$ cat config.mk
export PLATFORM = sky130hd
export DESIGN_NAME = user_reg_wr_arb
export DESIGN_NICKNAME = d
export VERILOG_FILES = /design/src/rtl/user_reg_pkg.sv /design/src/rtl/user_reg_rr_pick.sv /design/src/rtl/user_reg_wr_arb.sv
export SDC_FILE = /design/constraint.sdc
export NUM_CORES = 1
export LEC_CHECK = 0
export BUFFER_PORTS_ARGS = -buffer_cell sky130_fd_sc_hd__clkbuf_2
export CAP_MARGIN = 20
export CORE_MARGIN = 2
export CORE_UTILIZATION = 44
export CTS_CLUSTER_DIAMETER = 150
export DETAILED_ROUTE_END_ITERATION = 6
export GPL_ROUTABILITY_DRIVEN = 1
export PLACE_DENSITY_LB_ADDON = 0.08
export SYNTH_ARGS = -nofsm -noshare
export SYNTH_HDL_FRONTEND = slang
export SYNTH_SLANG_ARGS = --single-unit
$ cat constraint.sdc
create_clock -name ACLK -period 3.9 [get_ports ACLK]
set_input_delay 0.585 -clock ACLK [delete_from_list [all_inputs] [get_ports ACLK]]
set_output_delay 0.585 -clock ACLK [all_outputs]
set_load 0.005 [all_outputs]
$ cat src/rtl/user_reg_pkg.sv
// Shared definitions for the user register block.
// Contents:
//   USER_REG_WORD_ADDR_WIDTH / USER_REG_DATA_WIDTH : default register geometry
//   USER_REG_MAX_REQ / REQ_IDX_W / req_idx_t       : requester index type, sized for the largest legal NUM_REQ
//   next_ptr()                                     : round-robin pointer successor with wrap to 0
package user_reg_pkg;

  localparam int unsigned USER_REG_WORD_ADDR_WIDTH = 4;
  localparam int unsigned USER_REG_DATA_WIDTH      = 32;
  localparam int unsigned USER_REG_MAX_REQ         = 4;
  localparam int unsigned REQ_IDX_W                = $clog2(USER_REG_MAX_REQ);

  typedef logic [REQ_IDX_W-1:0] req_idx_t;

  // Index following idx, wrapping num_req-1 back to 0.
  function automatic req_idx_t next_ptr(input req_idx_t idx, input int unsigned num_req);
    if ((32'(idx) + 32'd1) >= num_req) begin
      return '0;
    end
    return REQ_IDX_W'(32'(idx) + 32'd1);
  endfunction

endpackage

$ cat src/rtl/user_reg_rr_pick.sv
// Combinational rotating-priority picker.
// Starting at ptr_i, the first set bit of valid_i (searching upward with wrap)
// wins.
// Ports:
//   valid_i [NUM_REQ] : request vector
//   ptr_i             : search start index (must be < NUM_REQ)
//   grant_o [NUM_REQ] : one-hot grant (all-zero when nothing is valid)
//   idx_o             : index of the granted requester (0 when none)
//   any_o             : at least one request present
module user_reg_rr_pick
  import user_reg_pkg::*;
#(
  parameter int unsigned NUM_REQ = 2
) (
  input  logic [NUM_REQ-1:0] valid_i,
  input  req_idx_t           ptr_i,
  output logic [NUM_REQ-1:0] grant_o,
  output req_idx_t           idx_o,
  output logic               any_o
);

  req_idx_t cand;
  logic     found;

  // Walk NUM_REQ slots from the pointer; the first valid slot wins.
  always_comb begin
    grant_o = '0;
    idx_o   = '0;
    found   = 1'b0;
    cand    = '0;
    for (int unsigned k = 0; k < NUM_REQ; k++) begin
      cand = REQ_IDX_W'((32'(ptr_i) + k) % NUM_REQ);
      if (!found && valid_i[cand]) begin
        found         = 1'b1;
        grant_o[cand] = 1'b1;
        idx_o         = cand;
      end
    end
  end

  assign any_o = found;

endmodule

$ cat src/rtl/user_reg_wr_arb.sv
// Write arbiter for the user register bank: up to NUM_REQ requesters share
// one register-bank write port. One grant per cycle, latency of one cycle
// from acceptance to the wr_* pulse.
// Ports:
//   ACLK, ARESETn                       : clock, asynchronous active-low reset
//   req_valid_i / req_ready_o [NUM_REQ] : per-requester handshake (ready is combinational)
//   req_addr_i / req_data_i / req_strb_i: per-requester payload
//   wr_stall_i                          : bank busy, blocks every grant
//   wr_valid_o/_addr_o/_data_o/_strb_o  : registered bank write port
//   wr_src_o                            : requester index that produced the current write
// Build option: define USER_REG_ARB_FIXED_PRIO_EN for fixed priority
// (lowest index wins); otherwise round-robin.
module user_reg_wr_arb
  import user_reg_pkg::*;
#(
  parameter int unsigned NUM_REQ         = 2,
  parameter int unsigned WORD_ADDR_WIDTH = USER_REG_WORD_ADDR_WIDTH,
  parameter int unsigned DATA_WIDTH      = USER_REG_DATA_WIDTH,
  parameter int unsigned STRB_WIDTH      = DATA_WIDTH / 8
) (
  input  logic                                    ACLK,
  input  logic                                    ARESETn,
  input  logic [NUM_REQ-1:0]                      req_valid_i,
  output logic [NUM_REQ-1:0]                      req_ready_o,
  input  logic [NUM_REQ-1:0][WORD_ADDR_WIDTH-1:0] req_addr_i,
  input  logic [NUM_REQ-1:0][DATA_WIDTH-1:0]      req_data_i,
  input  logic [NUM_REQ-1:0][STRB_WIDTH-1:0]      req_strb_i,
  input  logic                                    wr_stall_i,
  output logic                                    wr_valid_o,
  output logic [WORD_ADDR_WIDTH-1:0]              wr_addr_o,
  output logic [DATA_WIDTH-1:0]                   wr_data_o,
  output logic [STRB_WIDTH-1:0]                   wr_strb_o,
  output logic [$clog2(NUM_REQ)-1:0]              wr_src_o
);

  localparam int unsigned SRC_W = $clog2(NUM_REQ);

  req_idx_t                   ptr_q, ptr_d;
  req_idx_t                   pick_idx;
  logic [NUM_REQ-1:0]         pick_grant;
  logic                       pick_any;

  logic                       wr_valid_q, wr_valid_d;
  logic [WORD_ADDR_WIDTH-1:0] wr_addr_q,  wr_addr_d;
  logic [DATA_WIDTH-1:0]      wr_data_q,  wr_data_d;
  logic [STRB_WIDTH-1:0]      wr_strb_q,  wr_strb_d;
  logic [SRC_W-1:0]           wr_src_q,   wr_src_d;

  // Rotating pick from the current pointer; fixed priority keeps it at 0.
  user_reg_rr_pick #(
    .NUM_REQ (NUM_REQ)
  ) u_pick (
    .valid_i (req_valid_i),
    .ptr_i   (ptr_q),
    .grant_o (pick_grant),
    .idx_o   (pick_idx),
    .any_o   (pick_any)
  );

  // Grant, payload capture and pointer update; stall freezes everything
  // except the pulse already registered from the previous cycle.
  always_comb begin
    req_ready_o = '0;
    ptr_d       = ptr_q;
    wr_valid_d  = 1'b0;
    wr_addr_d   = wr_addr_q;
    wr_data_d   = wr_data_q;
    wr_strb_d   = wr_strb_q;
    wr_src_d    = wr_src_q;
    if (pick_any && !wr_stall_i) begin
      req_ready_o = pick_grant;
      wr_valid_d  = 1'b1;
      wr_addr_d   = req_addr_i[pick_idx];
      wr_data_d   = req_data_i[pick_idx];
      wr_strb_d   = req_strb_i[pick_idx];
      wr_src_d    = SRC_W'(pick_idx);
`ifdef USER_REG_ARB_FIXED_PRIO_EN
      ptr_d       = '0;
`else
      ptr_d       = next_ptr(pick_idx, NUM_REQ);
`endif
    end
  end

  // Registered write port and pointer.
  always_ff @(posedge ACLK or negedge ARESETn) begin
    if (!ARESETn) begin
      ptr_q      <= '0;
      wr_valid_q <= 1'b0;
      wr_addr_q  <= '0;
      wr_data_q  <= '0;
      wr_strb_q  <= '0;
      wr_src_q   <= '0;
    end else begin
      ptr_q      <= ptr_d;
      wr_valid_q <= wr_valid_d;
      wr_addr_q  <= wr_addr_d;
      wr_data_q  <= wr_data_d;
      wr_strb_q  <= wr_strb_d;
      wr_src_q   <= wr_src_d;
    end
  end

  assign wr_valid_o = wr_valid_q;
  assign wr_addr_o  = wr_addr_q;
  assign wr_data_o  = wr_data_q;
  assign wr_strb_o  = wr_strb_q;
  assign wr_src_o   = wr_src_q;

endmodule

# ---- Yosys cells after proc, flatten, opt, wreduce, memory -nomap -nowiden
# Index checks and enable logic that the tools add are counted.
dict set report word_totals {
  regBits 43
  word_cells 47
  inputBits 85
  out_inout_bits 44
}
dict set report classes {
  magnitude_cmp 6
  n_mux 26
  n_reduce_logical 6
  n_bitwise 1
  addsub 2
}
# operator count
set ops {}
lappend ops {{$mux 32} 2}
lappend ops {{$mux 4} 4}
lappend ops {{$mux 1} 14}
lappend ops {{$mux 2} 4}
lappend ops {{$logic_and 1x1->1} 4}
lappend ops {{$lt 1x2->1 const B} 2}
lappend ops {{$add 2x1->3 const B} 1}
lappend ops {{$ge 3x2->1 const B} 1}
lappend ops {{$demux 1 s1} 2}
lappend ops {{$ge 1x1->1 const B} 2}
lappend ops {{$logic_not 1->1} 2}
lappend ops {{$lt 2x2->1 const B} 1}
lappend ops {{$or 2x2->2} 1}
lappend ops {{$add 1x1->1 const B} 1}

# ---- Depth between registers and ports, before layout
dict set report depth {
  word_depth 11
  mapped_depth 5
  depth_no_buf 3
}

# ---- Cells and area by module
# Synthesis repeated with hierarchy kept, for this count alone.
dict set report hier_totals {
  hier_cells 153
  hier_area_um2 2558.7
}
# mod cells_each seq_area_each_um2 n_inst area_each_um2
set modules_own_cells {}
lappend modules_own_cells {user_reg_wr_arb 146 1101.1 1 2514.9}
lappend modules_own_cells {user_reg_rr_pick 7 0.0 1 43.8}

# ---- Worst setup path before layout
# No wires, ideal clock.
dict set report synth_path {
  path_type {input port to output port}
  from {input req_valid_i[0]}
  to {output req_ready_o[1]}
  required_time_ps 3315
  arrival_ps 1153
  cell_stages 4
  slack_ps 2162
  n_path_buf 2
  path_cell_list {inv_1 > o211a_1 > clkbuf_1 > buf_2}
}
dict set report synth_between {
  elab_chain_len 8
  word_cells_on_any_way 13
}
# item line_no
set synth_rtl {}
lappend synth_rtl {{start: declaration} user_reg_wr_arb.sv:23} ;# input logic [NUM_REQ-1:0] req_valid_i,
lappend synth_rtl {{$mux 1 (not written as such) (2 in a row)} user_reg_rr_pick.sv:33} ;# if (!found && valid_i[cand]) begin
lappend synth_rtl {{$mux 1} user_reg_rr_pick.sv:33}
lappend synth_rtl {{$logic_not 1->1} user_reg_rr_pick.sv:33}
lappend synth_rtl {{$logic_and 1x1->1} user_reg_rr_pick.sv:33}
lappend synth_rtl {{$mux 1} user_reg_rr_pick.sv:33}
lappend synth_rtl {{$logic_and 1x1->1} user_reg_wr_arb.sv:70} ;# if (pick_any && !wr_stall_i) begin
lappend synth_rtl {{$mux 2 *} user_reg_wr_arb.sv:70}
lappend synth_rtl {{end: declaration} user_reg_wr_arb.sv:24} ;# output logic [NUM_REQ-1:0] req_ready_o,
# Mark *: on every way between the ends. The rest lies on a longest branch, timed or not. The select of a mux whose other input is x is not followed.

# ---- Final worst setup path
# Ends and elaborated chain as after synthesis.

==> results.rst <==
.. list-table::
   :header-rows: 1

   * - Metric
     - Value
   * - Max capacitance violation total
     - 0
   * - Floorplan row count
     - 23
   * - Fin crit share
     - 0.500
   * - Met2 wirelength from detailed routing
     - 2320 um
   * - Ratio of cells with drive above 1 in the final layout
     - 0.517
   * - Worst min path class
     - input pin to async pin
   * - R2R Path Start
     - ptr_q[0]
   * - Largest net degree at the start of global routing
     - 44
   * - Clock tree from TritonCTS
     - done
   * - Hold violation count in the final report
     - 0
   * - Setup violators final
     - 0
   * - Clock slew at the register clock pins of the worst setup and hold paths
     - 0.08 ns
   * - CP Class
     - input pin to output port
   * - Fraction of the yosys area taken by sequential cells
     - 0.584
   * - Accumulated negative setup slack
     - 0 ns
   * - Max VDD drop
     - 0.241 mV
   * - Pleak
     - 0.00143 uW
   * - Instance count on the critical path
     - 4
   * - Fin worst setup slack
     - 1.95 ns
   * - Max clock buf depth
     - 2
   * - Most used cells in the layout excluding fill and tap cells
     - 128 x sky130_fd_sc_hd__clkbuf_2, 43 x sky130_fd_sc_hd__dfrtp_1, 40 x sky130_fd_sc_hd__and2_1, 40 x sky130_fd_sc_hd__a221o_1, 5 x sky130_fd_sc_hd__clkbuf_8
   * - Cell types occupying the most area after synthesis
     - sky130_fd_sc_hd__dfrtp_1 58%, sky130_fd_sc_hd__a221o_1 22%, sky130_fd_sc_hd__and2_1 14%
   * - Seq pwr share
     - 0.510
   * - Worst Setup Start Kind
     - input pin
   * - Number of buffers added to fix hold violations after cts
     - 0
   * - Setup Fix Bufs, Post-CTS
     - 0
   * - Height of the chip
     - 68.7 um
   * - Register-to-register path setup slack
     - 2.33 ns
   * - IO Count
     - 129
   * - Max-Slew Margin vs Limit
     - 0.603
   * - Timing endpoint of the critical path
     - req_ready_o[1]
   * - Area added between synthesis and finish
     - 42.7%
   * - Leading area contributor after synthesis
     - sky130_fd_sc_hd__dfrtp_1
   * - Detail Route met3 WL
     - 391 um
   * - Wire length of the first global-routing pass
     - 7040 um
   * - Number of H-tree branching levels
     - 2
   * - Crit path max-delay family
     - compound AO/OA/AOI/OAI gates
   * - Sequence of cells on the critical path
     - clkbuf_2, inv_1, o211a_1, clkbuf_2
   * - Most common cell after layout, fill and taps aside
     - sky130_fd_sc_hd__clkbuf_2
   * - CP max stage cell
     - sky130_fd_sc_hd__o211a_1
   * - Drt first-iter violations
     - 123
   * - Count of synthesis-stage warnings from yosys
     - 0
   * - DRC violations left
     - 0
   * - Count of different cell masters after synthesis
     - 11
   * - Worst r2r path cells
     - 3
   * - Vias after detailed routing
     - 1668
   * - Per-cell via count in the routed design
     - 5.20
   * - Via count of the first global-routing pass
     - 1500
   * - I/O Buffers
     - 128
   * - Detail-routed net length per standard cell
     - 15.0 um
   * - Area of the die
     - 0.00472 mm2
   * - Maximum frequency from static timing analysis
     - 513 MHz
   * - Flop and latch count out of synthesis
     - 43
   * - Arr. time, crit path
     - 1.37 ns
   * - Cell Int Power
     - 786 uW
   * - First element of the critical path
     - req_valid_i[0]
   * - Top cell type's share of synthesized area
     - 0.584
   * - Placed wire-length estimate
     - 3290 um
   * - Unrepaired setup endpoints after global routing
     - no
   * - Result of the run
     - finished, final reports clean
   * - Initial antenna violation count
     - 0
   * - Final ANT Viol Nets
     - 0
   * - Clock network latency to the later pin of the worst-skew pair
     - 0.28 ns
   * - Count of TritonRoute iterations in the first routing pass
     - 4
   * - Critical path peak fanout
     - 11
   * - Number of slew-limit violations in the final report
     - 0
   * - Die Wd
     - 68.7 um
   * - Total core area
     - 0.00403 mm2
   * - Data required time at the worst endpoint
     - 3.31 ns
   * - Overall routed net length
     - 4800 um
   * - Most prevalent standard cell on the critical path
     - sky130_fd_sc_hd__clkbuf_2
   * - Sink count of the clock tree
     - 43
   * - Delay contributed by the slowest stage of the critical path
     - 0.40 ns
   * - Endpoint of the lowest-slack register-to-register path
     - wr_data_o[4]
   * - Grt total ovfl
     - 0
   * - # diodes
     - 0
   * - CP Capture Type
     - output port
   * - Clock network fraction of total power
     - 0.249
   * - Starting density of the core
     - 0.457
   * - Resized cells post-CTS
     - 0
   * - Number of clock buffers inserted by TritonCTS
     - 5
   * - Sw Pwr
     - 282 uW
   * - Count of nets after finishing
     - 355
   * - Top layer reached by signal wires
     - met4
   * - Synthesized Nets
     - 229
   * - Setup WS pre-CTS
     - 1.95 ns
   * - Wire length on met1
     - 2070 um
   * - Switching fraction of total power
     - 0.264
   * - Post-synthesis cell count
     - 144
   * - Cell at the root of the clock tree
     - sky130_fd_sc_hd__clkbuf_8
   * - Netlist area before placement
     - 0.00184 mm2
   * - Combinational power share
     - 0.241
   * - Overall fraction of global-route tracks in use
     - 0.202
   * - Shortest period the worst path allows
     - 1.95 ns
   * - Final setup skew
     - 0.00229 ns
   * - Gpl congestion
     - 0.704
   * - Number of buffers and inverters on the critical path
     - 3
   * - P per Cell Area
     - 406 mW/mm2
   * - Mapped Avg Cell Area
     - 12.8 um2
   * - Pin slew with the least headroom to its limit
     - 0.596 ns
-- kinds of logic after synthesis --
group / Yosys count / synth area share
AO/OA/AOI/OAI: 45 / 0.242
flip-flops: 43 / 0.584
AND/OR/NAND/NOR: 40 / 0.136
buffers and inverters: 16 / 0.0380
-- registers in the layout, indices dropped and copies added, names as in the netlist --
name,count
wr_valid_o,1
wr_strb_o,4
wr_data_o,32
wr_addr_o,4
wr_src_o,1
ptr_q,1
-- worst register-to-register path: stages (launching register included) --
cell                      delay, ns
sky130_fd_sc_hd__dfrtp_1       0.42
sky130_fd_sc_hd__o211a_1       0.37
sky130_fd_sc_hd__buf_4         0.31
sky130_fd_sc_hd__a221o_1       0.35
-- power by group through the flow --
stage / registers (uW) / clock network [uW] / logic [uW]
6_report: 544 / 266 / 257
5_1_grt: 553 / 296 / 288
4_1_cts: 544 / 273 / 259
3_5_place_dp: 551 / 0 / 257
3_3_place_gp: 552 / 0 / 253
2_1_floorplan: 555 / 0 / 111
-- through the flow --
stage               cells  total power (uW)  instance area, um2  hold WS (ns)   util
CTS                   320              1080                2600         0.492  0.646
floorplan             144               666                1840         0.289      -
detailed placement    312               808                2520         0.475  0.625
global route          321              1140                2630         0.327  0.652
finish                321              1070                2630         0.290  0.652
global placement      312               806                2520         0.473  0.625
-- worst min path at each step --
| stage | start | endpoint | slack, ns |
|---|---|---|---|
| final | ARESETn | wr_data_o[20] | 0.29 |
| after global routing | ARESETn | wr_data_o[20] | 0.33 |
| after CTS | wr_src_o | wr_src_o | 0.49 |
| after detailed placement | wr_src_o | wr_src_o | 0.47 |
| after global placement | wr_src_o | wr_src_o | 0.47 |
| after floorplan | ARESETn | ptr_q[0] | 0.29 |
-- final cells by class --
type | instances | area [um2]
Clock buffer | 7 | 76.3
Multi-Input combinational cell | 85 | 707
Sequential cell | 43 | 1080
Timing Repair Buffer | 132 | 691
Inverter | 3 | 11.3
Fill cell | 341 | 1400
Tap cell | 50 | 62.6
Clock inverter | 1 | 5.00
-- cells in the mapped netlist --
| cell | instances |
|---|---|
| sky130_fd_sc_hd__and2_1 | 40 |
| sky130_fd_sc_hd__a221o_1 | 40 |
| sky130_fd_sc_hd__clkbuf_1 | 4 |
| sky130_fd_sc_hd__inv_1 | 3 |
| sky130_fd_sc_hd__o21bai_1 | 1 |
| sky130_fd_sc_hd__buf_2 | 8 |
| sky130_fd_sc_hd__a211oi_2 | 1 |
| sky130_fd_sc_hd__buf_1 | 1 |
| sky130_fd_sc_hd__dfrtp_1 | 43 |
| sky130_fd_sc_hd__o211a_1 | 1 |
| sky130_fd_sc_hd__a21o_1 | 2 |
-- metal layers --
layer  global-route usage  up-vias
met5                    0        -
met4               0.0515        0
met3               0.0519        2
met2                0.335       75
met1                0.265      790
li1                     -      801
Note: power is estimated with default switching activity, not from simulation.
